**src/rtl/quantum_scheduler.sv**
```systemverilog
// Preemptive round-robin scheduler: counts user-mode retires against a per-slot quantum,
// handles I/O yield and termination, and holds a switch request until acknowledged.
module quantum_scheduler #(
  parameter int PC_WIDTH        = 32,
  parameter int NUM_PROC        = 4,
  parameter int PID_WIDTH       = 2,
  parameter int QUANTUM_WIDTH   = 8,
  parameter int DEFAULT_QUANTUM = 5,
  parameter int OS_LIMIT        = 300
) (
  input  logic                     i_clk,
  input  logic                     i_rst_n,
  input  logic                     i_instr_valid,
  input  logic [PC_WIDTH-1:0]      i_pc,
  input  logic                     i_io_request,
  input  logic                     i_proc_end,
  input  logic [NUM_PROC-1:0]      i_io_done,
  input  logic                     i_cfg_we,
  input  logic                     i_cfg_start,
  input  logic [PID_WIDTH-1:0]     i_cfg_pid,
  input  logic [QUANTUM_WIDTH-1:0] i_cfg_quantum,
  input  logic [PC_WIDTH-1:0]      i_cfg_pc,
  input  logic                     i_switch_ack,
  output logic                     o_switch_req,
  output logic [PID_WIDTH-1:0]     o_cur_pid,
  output logic [PID_WIDTH-1:0]     o_next_pid,
  output logic [PC_WIDTH-1:0]      o_saved_pc,
  output logic [PC_WIDTH-1:0]      o_resume_pc,
  output logic                     o_idle
);

  typedef enum logic [1:0] {
    ST_IDLE   = 2'd0,
    ST_RUN    = 2'd1,
    ST_SWITCH = 2'd2
  } state_t;

  localparam logic [PC_WIDTH-1:0]    LP_OS_LIMIT = PC_WIDTH'(OS_LIMIT);
  localparam logic [QUANTUM_WIDTH:0] LP_ONE_Q    = (QUANTUM_WIDTH+1)'(1);

  state_t                   r_state;
  logic [NUM_PROC-1:0]      r_ready;
  logic [NUM_PROC-1:0]      r_blocked;
  logic [QUANTUM_WIDTH-1:0] r_quantum [NUM_PROC];
  logic [PC_WIDTH-1:0]      r_spc     [NUM_PROC];
  logic [QUANTUM_WIDTH-1:0] r_count;
  logic [PID_WIDTH-1:0]     r_cur_pid;
  logic [PID_WIDTH-1:0]     r_next_pid;
  logic [PC_WIDTH-1:0]      r_saved_pc;
  logic [PC_WIDTH-1:0]      r_resume_pc;
  logic                     r_switch_req;
  logic                     r_idle;

  logic                     w_run_act;
  logic                     w_counted;
  logic                     w_ev_end;
  logic                     w_ev_io;
  logic                     w_ev_exp;
  logic                     w_switch_ev;
  logic [QUANTUM_WIDTH:0]   w_cnt_inc;
  logic [PC_WIDTH-1:0]      w_pc_inc;
  logic [NUM_PROC-1:0]      w_ready_nxt;
  logic [NUM_PROC-1:0]      w_blocked_nxt;
  logic [PC_WIDTH-1:0]      w_spc_nxt [NUM_PROC];
  logic [NUM_PROC-1:0]      w_cand;
  logic                     w_sel_found;
  logic [PID_WIDTH-1:0]     w_sel_pid;

  // A programmed quantum of zero behaves as a quantum of one.
  function automatic logic [QUANTUM_WIDTH:0] eff_quantum(input logic [QUANTUM_WIDTH-1:0] q);
    if (q == {QUANTUM_WIDTH{1'b0}}) eff_quantum = LP_ONE_Q;
    else                            eff_quantum = {1'b0, q};
  endfunction

  assign w_run_act   = (r_state == ST_RUN) && i_instr_valid;
  assign w_counted   = w_run_act && (i_pc > LP_OS_LIMIT);
  assign w_cnt_inc   = {1'b0, r_count} + LP_ONE_Q;
  assign w_pc_inc    = i_pc + PC_WIDTH'(1);
  assign w_ev_end    = w_run_act && i_proc_end;
  assign w_ev_io     = w_run_act && !i_proc_end && i_io_request;
  assign w_ev_exp    = w_counted && !i_proc_end && !i_io_request &&
                       (w_cnt_inc >= eff_quantum(r_quantum[r_cur_pid]));
  assign w_switch_ev = w_ev_end || w_ev_io || w_ev_exp;

  // Next per-slot state: run event first, then unblock, then cfg_start (set wins).
  always_comb begin
    w_ready_nxt   = r_ready;
    w_blocked_nxt = r_blocked;
    w_spc_nxt     = r_spc;
    if (w_ev_end) begin
      w_ready_nxt[r_cur_pid] = 1'b0;
    end else if (w_ev_io) begin
      w_blocked_nxt[r_cur_pid] = 1'b1;
      w_spc_nxt[r_cur_pid]     = w_pc_inc;
    end else if (w_ev_exp) begin
      w_spc_nxt[r_cur_pid] = w_pc_inc;
    end else begin
      w_ready_nxt[r_cur_pid] = r_ready[r_cur_pid];
    end
    w_blocked_nxt = w_blocked_nxt & ~i_io_done;
    if (i_cfg_start) begin
      w_ready_nxt[i_cfg_pid]   = 1'b1;
      w_blocked_nxt[i_cfg_pid] = 1'b0;
      w_spc_nxt[i_cfg_pid]     = i_cfg_pc;
    end else begin
      w_ready_nxt[i_cfg_pid] = w_ready_nxt[i_cfg_pid];
    end
  end

  // IDLE wakes on already-registered readiness; RUN selects on the post-event view.
  assign w_cand = (r_state == ST_IDLE) ? (r_ready & ~r_blocked) : (w_ready_nxt & ~w_blocked_nxt);

  // Round-robin pick from cur_pid+1; descending scan so the nearest slot wins, cur_pid last.
  always_comb begin
    int v_idx;
    v_idx       = 0;
    w_sel_found = 1'b0;
    w_sel_pid   = r_cur_pid;
    for (int k = NUM_PROC; k >= 1; k--) begin
      v_idx = int'(r_cur_pid) + k;
      if (v_idx >= NUM_PROC) v_idx = v_idx - NUM_PROC;
      else                   v_idx = v_idx;
      if (w_cand[PID_WIDTH'(v_idx)]) begin
        w_sel_found = 1'b1;
        w_sel_pid   = PID_WIDTH'(v_idx);
      end else begin
        w_sel_found = w_sel_found;
      end
    end
  end

  // Scheduler FSM, per-slot tables and registered outputs.
  always_ff @(posedge i_clk or negedge i_rst_n) begin
    if (!i_rst_n) begin
      r_state      <= ST_IDLE;
      r_ready      <= {NUM_PROC{1'b0}};
      r_blocked    <= {NUM_PROC{1'b0}};
      r_count      <= {QUANTUM_WIDTH{1'b0}};
      r_cur_pid    <= {PID_WIDTH{1'b0}};
      r_next_pid   <= {PID_WIDTH{1'b0}};
      r_saved_pc   <= {PC_WIDTH{1'b0}};
      r_resume_pc  <= {PC_WIDTH{1'b0}};
      r_switch_req <= 1'b0;
      r_idle       <= 1'b1;
      for (int i = 0; i < NUM_PROC; i++) begin
        r_quantum[i] <= QUANTUM_WIDTH'(DEFAULT_QUANTUM);
        r_spc[i]     <= {PC_WIDTH{1'b0}};
      end
    end else begin
      r_ready   <= w_ready_nxt;
      r_blocked <= w_blocked_nxt;
      r_spc     <= w_spc_nxt;
      if (i_cfg_we) r_quantum[i_cfg_pid] <= i_cfg_quantum;
      else          r_quantum[i_cfg_pid] <= r_quantum[i_cfg_pid];
      case (r_state)
        ST_IDLE: begin
          if (w_sel_found) begin
            r_state      <= ST_SWITCH;
            r_switch_req <= 1'b1;
            r_idle       <= 1'b0;
            r_next_pid   <= w_sel_pid;
            r_saved_pc   <= r_spc[r_cur_pid];
            r_resume_pc  <= w_spc_nxt[w_sel_pid];
          end else begin
            r_idle <= 1'b1;
          end
        end
        ST_RUN: begin
          if (w_switch_ev) begin
            r_saved_pc <= w_ev_end ? r_spc[r_cur_pid] : w_pc_inc;
            if (w_sel_found) begin
              r_state      <= ST_SWITCH;
              r_switch_req <= 1'b1;
              r_next_pid   <= w_sel_pid;
              r_resume_pc  <= w_spc_nxt[w_sel_pid];
            end else begin
              r_state      <= ST_IDLE;
              r_switch_req <= 1'b0;
              r_idle       <= 1'b1;
            end
          end else if (w_counted) begin
            r_count <= w_cnt_inc[QUANTUM_WIDTH-1:0];
          end else begin
            r_count <= r_count;
          end
        end
        ST_SWITCH: begin
          if (i_switch_ack) begin
            r_state      <= ST_RUN;
            r_cur_pid    <= r_next_pid;
            r_count      <= {QUANTUM_WIDTH{1'b0}};
            r_switch_req <= 1'b0;
          end else begin
            r_switch_req <= 1'b1;
          end
        end
        default: begin
          r_state      <= ST_IDLE;
          r_switch_req <= 1'b0;
          r_idle       <= 1'b1;
        end
      endcase
    end
  end

  assign o_switch_req = r_switch_req;
  assign o_cur_pid    = r_cur_pid;
  assign o_next_pid   = r_next_pid;
  assign o_saved_pc   = r_saved_pc;
  assign o_resume_pc  = r_resume_pc;
  assign o_idle       = r_idle;

endmodule
```
**config.mk**
```make
export PLATFORM = sky130hd
export DESIGN_NAME = quantum_scheduler
export DESIGN_NICKNAME = d
export VERILOG_FILES = /design/src/rtl/quantum_scheduler.sv
export SDC_FILE = /design/constraint.sdc
export NUM_CORES = 1
export LEC_CHECK = 0
export BUFFER_PORTS_ARGS = -buffer_cell sky130_fd_sc_hd__clkbuf_2
export CORE_AREA = 3 3 135 189
export DETAILED_ROUTE_END_ITERATION = 16
export DIE_AREA = 0 0 138 192
export GPL_TIMING_DRIVEN = 0
export HOLD_SLACK_MARGIN = 0.1
export PLACE_DENSITY_LB_ADDON = 0.05
export SLEW_MARGIN = 20
export SYNTH_ARGS = -nofsm -noshare
export SYNTH_HDL_FRONTEND = slang
export SYNTH_SLANG_ARGS = --single-unit
```
**constraint.sdc**
```tcl
create_clock -name i_clk -period 7.34 [get_ports i_clk]
set_input_delay 1.101 -clock i_clk [delete_from_list [all_inputs] [get_ports i_clk]]
set_output_delay 1.101 -clock i_clk [all_outputs]
set_load 0.01 [all_outputs]
```
* After elaboration in Yosys (flattened, before gate mapping)
Index checks and enable logic that the tools add are counted.
** Word-level totals
- Output and inout bits :: 70
- ROM bits :: 0
- Register bits :: 248
- Memories kept :: 0
- Word-level logic and storage cells :: 196
- RAM bits :: 0
- Bits of input ports :: 86
- Latch bits :: 0
** Operators by class
- Reduce and logical (&&, ||, !) cells :: 27
- Div/mod/pow operators :: 0
- Bitwise logic cells :: 16
- Multipliers :: 0
- Muxes and demuxes :: 98
- Add/sub/neg operators :: 10
- $lt $le $gt $ge :: 19
- Equality and inequality tests :: 8
- Shifts and indexed selects :: 0
** Operators by type and width (number)
- two-way mux 128 bit :: 4
- two-way mux 32 bit :: 12
- bitwise mux 128 bit :: 2
- binary-select mux 32 bit (select 2 bit) :: 2
- demux 32 bit (select 2 bit) :: 2
- one-hot mux 32 bit (2 select lines) :: 2
- two-way mux 8 bit :: 9
- bitwise mux 32 bit :: 2
- adder 32 x 1 -> 32 bit (second input constant) :: 1
- binary-select mux 8 bit (select 2 bit) :: 2
- greater-than comparator 32 x 9 -> 1 bit (second input constant) :: 1
- two-way mux 4 bit :: 8
- two-way mux 2 bit :: 14
- two-way mux 1 bit :: 23
- bitwise AND 4 bit :: 5
- inverter 4 bit :: 5
- greater-or-equal comparator 3 bit (second input constant) :: 6
- demux 8 bit (select 2 bit) :: 1
- less-than comparator 2 x 4 -> 1 bit (second input constant) :: 4
- one-hot mux 8 bit (2 select lines) :: 1
- binary-select mux 1 bit (select 2 bit) :: 6
- logical AND 1 bit :: 12
- != test 2 bit (second input constant) :: 6
- adder 8 x 1 -> 9 bit (second input constant) :: 1
- other kinds (27) :: 47

* Logic depth before layout (Yosys ltp)
- Word-level depth :: 31
- Mapped depth :: 20
- Depth with buffers taken out :: 16

* Least setup slack after synthesis
No wires, ideal clock.
- Path kind :: reg2reg
- Start :: register r_cur_pid[0] (netlist: o_cur_pid[0])
- End :: register r_resume_pc[26] (netlist: o_resume_pc[26])
- Period minus slack after synthesis :: 5.547 ns
- Path buffers :: 5
- Setup slack :: 1.793 ns
- Cell stages (with the launch flop) :: 19
- Data required time :: 7.214 ns
- Data arrival time :: 5.421 ns
- Path through :: dfrtp_1 > buf_2 > buf_1 > buf_1 > mux4_2 > a41o_1 > ha_1 > nor2b_1 > o211ai_1 > a211oi_2 > o31a_1 > a221oi_1 > o311ai_0 > a221oi_2 > o22ai_1 > buf_6 > buf_2 > mux2_2 > a221o_1
** Between the ends
- Word-level cells in the longest chain between the ends :: 31
- Elaborated cells on any way between the ends :: 92
- Classes of those cells :: add/sub (8); order compare (9); eq/ne (1); mux (58); bitwise (10); reduce/logical (6)
** Ends and longest elaborated chain
- from (decl) :: line 47 : logic [PID_WIDTH-1:0] r_cur_pid;
- from (signal assigned) :: line 139 : r_cur_pid <= {PID_WIDTH{1'b0}};
- from (signal assigned) :: line 190 : r_cur_pid <= r_next_pid;
- inverter 2 -> 3 bit (not written as such) :: line 82, 94, 96
- binary-select mux 8 bit (select 2 bit) :: line 82 : (w_cnt_inc >= eff_quantum(r_quantum[r_cur_pid]));
- two-way mux 8 bit (not written as such) (2 in a row) :: line 82
- logical NOT 8 bit :: line 71 : if (q == {QUANTUM_WIDTH{1'b0}}) eff_quantum = LP_ONE_Q;
- two-way mux 8 bit :: line 71
- greater-or-equal comparator 9 bit :: line 82
- logical AND 1 bit :: line 81 : assign w_ev_exp = w_counted && !i_proc_end && !i_io_request &&
- two-way mux 4 bit :: line 95 : end else if (w_ev_exp) begin
- [... 9 more ...]
- two-way mux 1 bit (not written as such) (2 in a row) :: line 123 : if (w_cand[PID_WIDTH'(v_idx)]) begin
- two-way mux 2 bit (4 in a row) :: line 123
- inverter 2 -> 3 bit (not written as such) :: line 163, 175
- binary-select mux 32 bit (select 2 bit) :: line 163, 175
- two-way mux 32 bit (not written as such) (2 in a row) :: line 163, 175
- two-way mux 32 bit :: line 157, 171
- two-way mux 32 bit :: line 169 : if (w_switch_ev) begin
- one-hot mux 32 bit (2 select lines) :: line 155 : case (r_state)
- to (signal assigned) :: line 142 : r_resume_pc <= {PC_WIDTH{1'b0}};
- to (signal assigned) :: line 163 : r_resume_pc <= w_spc_nxt[w_sel_pid];
- to (signal assigned) :: line 175 : r_resume_pc <= w_spc_nxt[w_sel_pid];
- to (decl) :: line 50 : logic [PC_WIDTH-1:0] r_resume_pc;
Several ways; a longest one is shown, not always the timed one. The select of a mux whose other input is x is not followed.
A chain may end at the register's enable or synchronous reset.

* Final worst setup path
- Start :: register r_cur_pid[1] (netlist: o_cur_pid[1])
- End :: register r_resume_pc[0] (netlist: o_resume_pc[0])
Same word-level chain as after synthesis.

==> metrics.cfg <==
[run_status]
status = finished, final reports clean

[global_route]
grt_max_degree = 91
grt_usage_pct = 34.7
grt_antenna_before_repair = 2
gr-total-overflow = 0
grt_pass1_vias = 12900
grt_pass1_wl_mm = 72.3

[clock_network]
cts-resized-gates = 0
cts_tree = done
cts_buffers = 25
clk_latency_ns = 0.53
clk_transition_reported_paths_ns = 0.06
cts.sinks = 248
clock-root-buffer = clkbuf_16
clock_path_buffers = 3
cts_hold_buf = 0
htreeDepth = 1
cts_setup_buffers = 0

[final_layout]
nets = 1701
regArea_mm2 = 0.00622
layout_commonest_cell = dfrtp_1
multiInputGateArea_mm2 = 0.00742
final_cell_mix = dfrtp_1 (239), nand2_1 (213), o21ai_0 (193), mux2i_1 (163), clkbuf_2 (155)
syn_to_final_growth_pct = 14.5
layout-drive-gt1-share_pct = 20.3
fillers = 1994

[power]
powerDensity_mw_per_mm2 = 434
power.leakage_nw = 7.84
peakVddDrop_uv = 267
switching_share_pct = 41.9
power_frac_clock_pct = 18.6
power_frac_comb_pct = 52.9
seq_power_share_pct = 28.5
p_int_mw = 4.10
p_sw_mw = 2.96
finalPower_mw = 7.06

[critical_path]
endpoint_kind = flip-flop
critPathKind = flip-flop to flip-flop
cp.required_ns = 7.76
r2r_slack_ns = 0.33
rr_endpoint = o_resume_pc[0]$_DFFE_PN0P_
crit_fanout = 10
r2r-start = o_cur_pid[1]$_DFFE_PN0P_
critPathArrivalTime_ns = 7.43
rr_worst_depth = 18
crit_start = o_cur_pid[1]$_DFFE_PN0P_
crit_end = o_resume_pc[0]$_DFFE_PN0P_
cp-start-kind = flip-flop

[sta]
relSlewSlack_pct = 21.1
min_period_over_period_pct = 95.5
finalSetupViolCount = 0
setup_tns_ns = 0
min_period_ns = 7.01
maxSlewViolCount = 0
rsz0062_at_grt = false
finalHoldViolCount = 0
tightest_slew_ns = 1.18
fmax_mhz = 143
skew_ns = 0.0116

[hold_path]
hold_class = flip-flop to flip-flop

[synthesis]
post_synth.cell_area_avg_um2 = 10.0
syn_nets = 1519
ys.flop_type = dfrtp_1
synth.distinct_cells = 65
ys_ff_latch = 248
syn_inst = 1418
synth-edff-count = 0
ys_seq_area_share_pct = 43.8
synth_area_mm2 = 0.0142
ys_warn_count = 0
synth-async-reset-ratio_pct = 100

[floorplan]
start_util_pct = 59.3
core_area_mm2 = 0.0240
die_y_um = 192
std_cell_rows = 67
dieWidth_um = 138
pin_count = 156
fp.dieArea_mm2 = 0.0265

[routing]
drt_first_pass_iters = 5
wl_mm = 46.7
ant_nets = 0
post-route-drc-count = 0
wl_per_cell_um = 24.3
drt_iter0_drc = 1051
dr_total_vias = 12500
vias_per_cell = 6.47

[flow_run]
cap_viol_max_count = 0

[placed_design]
dp_hpwl_mm = 33.0
routabilityCongestion = 0.969
portBuffers = 153

-- final cells by class --
type	count	share of cell area, %
plain buffers	102	2.93
inverters	27	0.623
clock buffers	35	4.57
diodes	1	0.0154
flip-flops and latches	248	38.2
well taps	310	2.39
multi-input cells	1041	45.6
repair buffers	155	5.10
clock inverters	6	0.492
-- worst min-delay path by stage --
stage,startpoint,end,slack [ns],cells past startpoint
finish,o_saved_pc[22]$_DFFE_PN0P_,o_saved_pc[22]$_DFFE_PN0P_,0.48,2
global placement,o_saved_pc[22]$_DFFE_PN0P_,o_saved_pc[22]$_DFFE_PN0P_,0.46,2
floorplan,r_quantum[11]$_DFFE_PN0P_,r_quantum[11]$_DFFE_PN0P_,0.46,2
detailed placement,o_saved_pc[11]$_DFFE_PN0P_,o_saved_pc[11]$_DFFE_PN0P_,0.47,2
CTS,o_saved_pc[11]$_DFFE_PN0P_,o_saved_pc[11]$_DFFE_PN0P_,0.48,2
global route,o_saved_pc[4]$_DFFE_PN0P_,o_saved_pc[4]$_DFFE_PN0P_,0.51,2
-- per-stage QoR --
step           area, um^2  hold slack (ns)  cells  setup slack (ns)  utilization [%]
4_1_cts             16200            0.484   1924            0.0690             67.8
2_1_floorplan       14200            0.461   1418              1.79                -
3_3_place_gp        15400            0.464   1881           0.00280             64.1
5_1_grt             16300            0.509   1925            0.0103             67.8
3_5_place_dp        15400            0.471   1883             0.107             64.3
6_report            16300            0.480   1925             0.328             67.8
-- cell usage after synthesis, types with 3 or more instances --
| master | number | share of area, % |
|---|---|---|
| a21oi_1 | 64 | 2.3 |
| inv_1 | 27 | 0.71 |
| nor4_1 | 7 | 0.31 |
| nor3_1 | 38 | 1.3 |
| buf_4 | 3 | 0.16 |
| nand2_1 | 213 | 5.6 |
| buf_2 | 16 | 0.56 |
| ha_1 | 15 | 1.3 |
| a211oi_1 | 4 | 0.21 |
| o21ai_1 | 9 | 0.32 |
| mux2i_1 | 163 | 11 |
| mux2_2 | 33 | 2.6 |
| dfstp_2 | 9 | 1.7 |
| buf_1 | 16 | 0.42 |
| nor2_1 | 76 | 2.0 |
| a21o_1 | 4 | 0.21 |
| xor2_1 | 14 | 0.86 |
| buf_6 | 7 | 0.55 |
| nand3_1 | 16 | 0.56 |
| mux4_2 | 49 | 7.8 |
| and2_1 | 3 | 0.13 |
| a221o_1 | 32 | 2.3 |
| or2_2 | 5 | 0.22 |
| clkbuf_1 | 60 | 1.6 |
| dfrtp_1 | 239 | 42 |
| nor2b_1 | 3 | 0.13 |
| o31ai_1 | 5 | 0.26 |
| nand4_1 | 9 | 0.40 |
| xnor2_1 | 22 | 1.4 |
| nand2b_1 | 3 | 0.13 |
| a22o_1 | 5 | 0.31 |
| o21ai_0 | 193 | 6.8 |
| and4_1 | 4 | 0.25 |
| and3_1 | 11 | 0.48 |
| o211ai_1 | 3 | 0.16 |
-- state kept, by name, summed over array words and instances (netlist names) --
signal / cells
r_quantum: 32
o_switch_req: 1
r_state: 2
o_saved_pc: 32
r_blocked: 4
r_count: 8
o_resume_pc: 32
o_idle: 1
o_next_pid: 2
r_ready: 4
r_spc: 128
o_cur_pid: 2
-- power groups by stage --
stage	sequential, mW	combinational [mW]	clock, mW
after floorplan	2.03	2.47	0
after global placement	2.01	3.63	0
after detailed placement	2.02	3.67	0
after CTS	2.00	3.70	1.32
after global routing	2.05	3.99	1.38
final	2.01	3.73	1.31
-- cell families (layout without fill, tap and decap cells) --
logic type	after synthesis	after routing	synth area share (%)
multiplexers	245	245	21.9
AND/OR/NAND/NOR	397	397	12.1
flip-flops	248	248	43.8
adder cells (fa/ha/maj)	15	15	1.32
buffers and inverters	129	325	4.00
other	0	1	0
XOR/XNOR	36	36	2.22
AO/OA/AOI/OAI	348	348	14.7
-- worst max-delay path, cell delays in order, from the launching register on --
cell             delay (ns)
dfrtp_1                0.53
buf_1                  0.54
clkdlybuf4s15_1        0.75
clkbuf_2               0.46
mux4_2                 0.42
a41o_1                 0.23
ha_1                   0.26
nor2b_1                0.11
o211ai_1               0.11
a211oi_2               0.48
o31a_1                 0.38
a22oi_1                0.24
o31ai_1                0.43
o221ai_1               0.18
a22o_1                 0.21
a21oi_1                0.44
clkbuf_1               0.60
nor2_1                 0.19
a222oi_1               0.32
-- routing by layer --
metal  share of wire, %  vias up  global-route usage [%]
li1                   -     5502                       -
met1                 36     6102                    41.9
met2                 50      659                    60.2
met3                8.3      187                    5.63
met4                5.5        2                    18.4
met5              0.034        -                       0
Note: power is estimated with default switching activity, not from simulation.
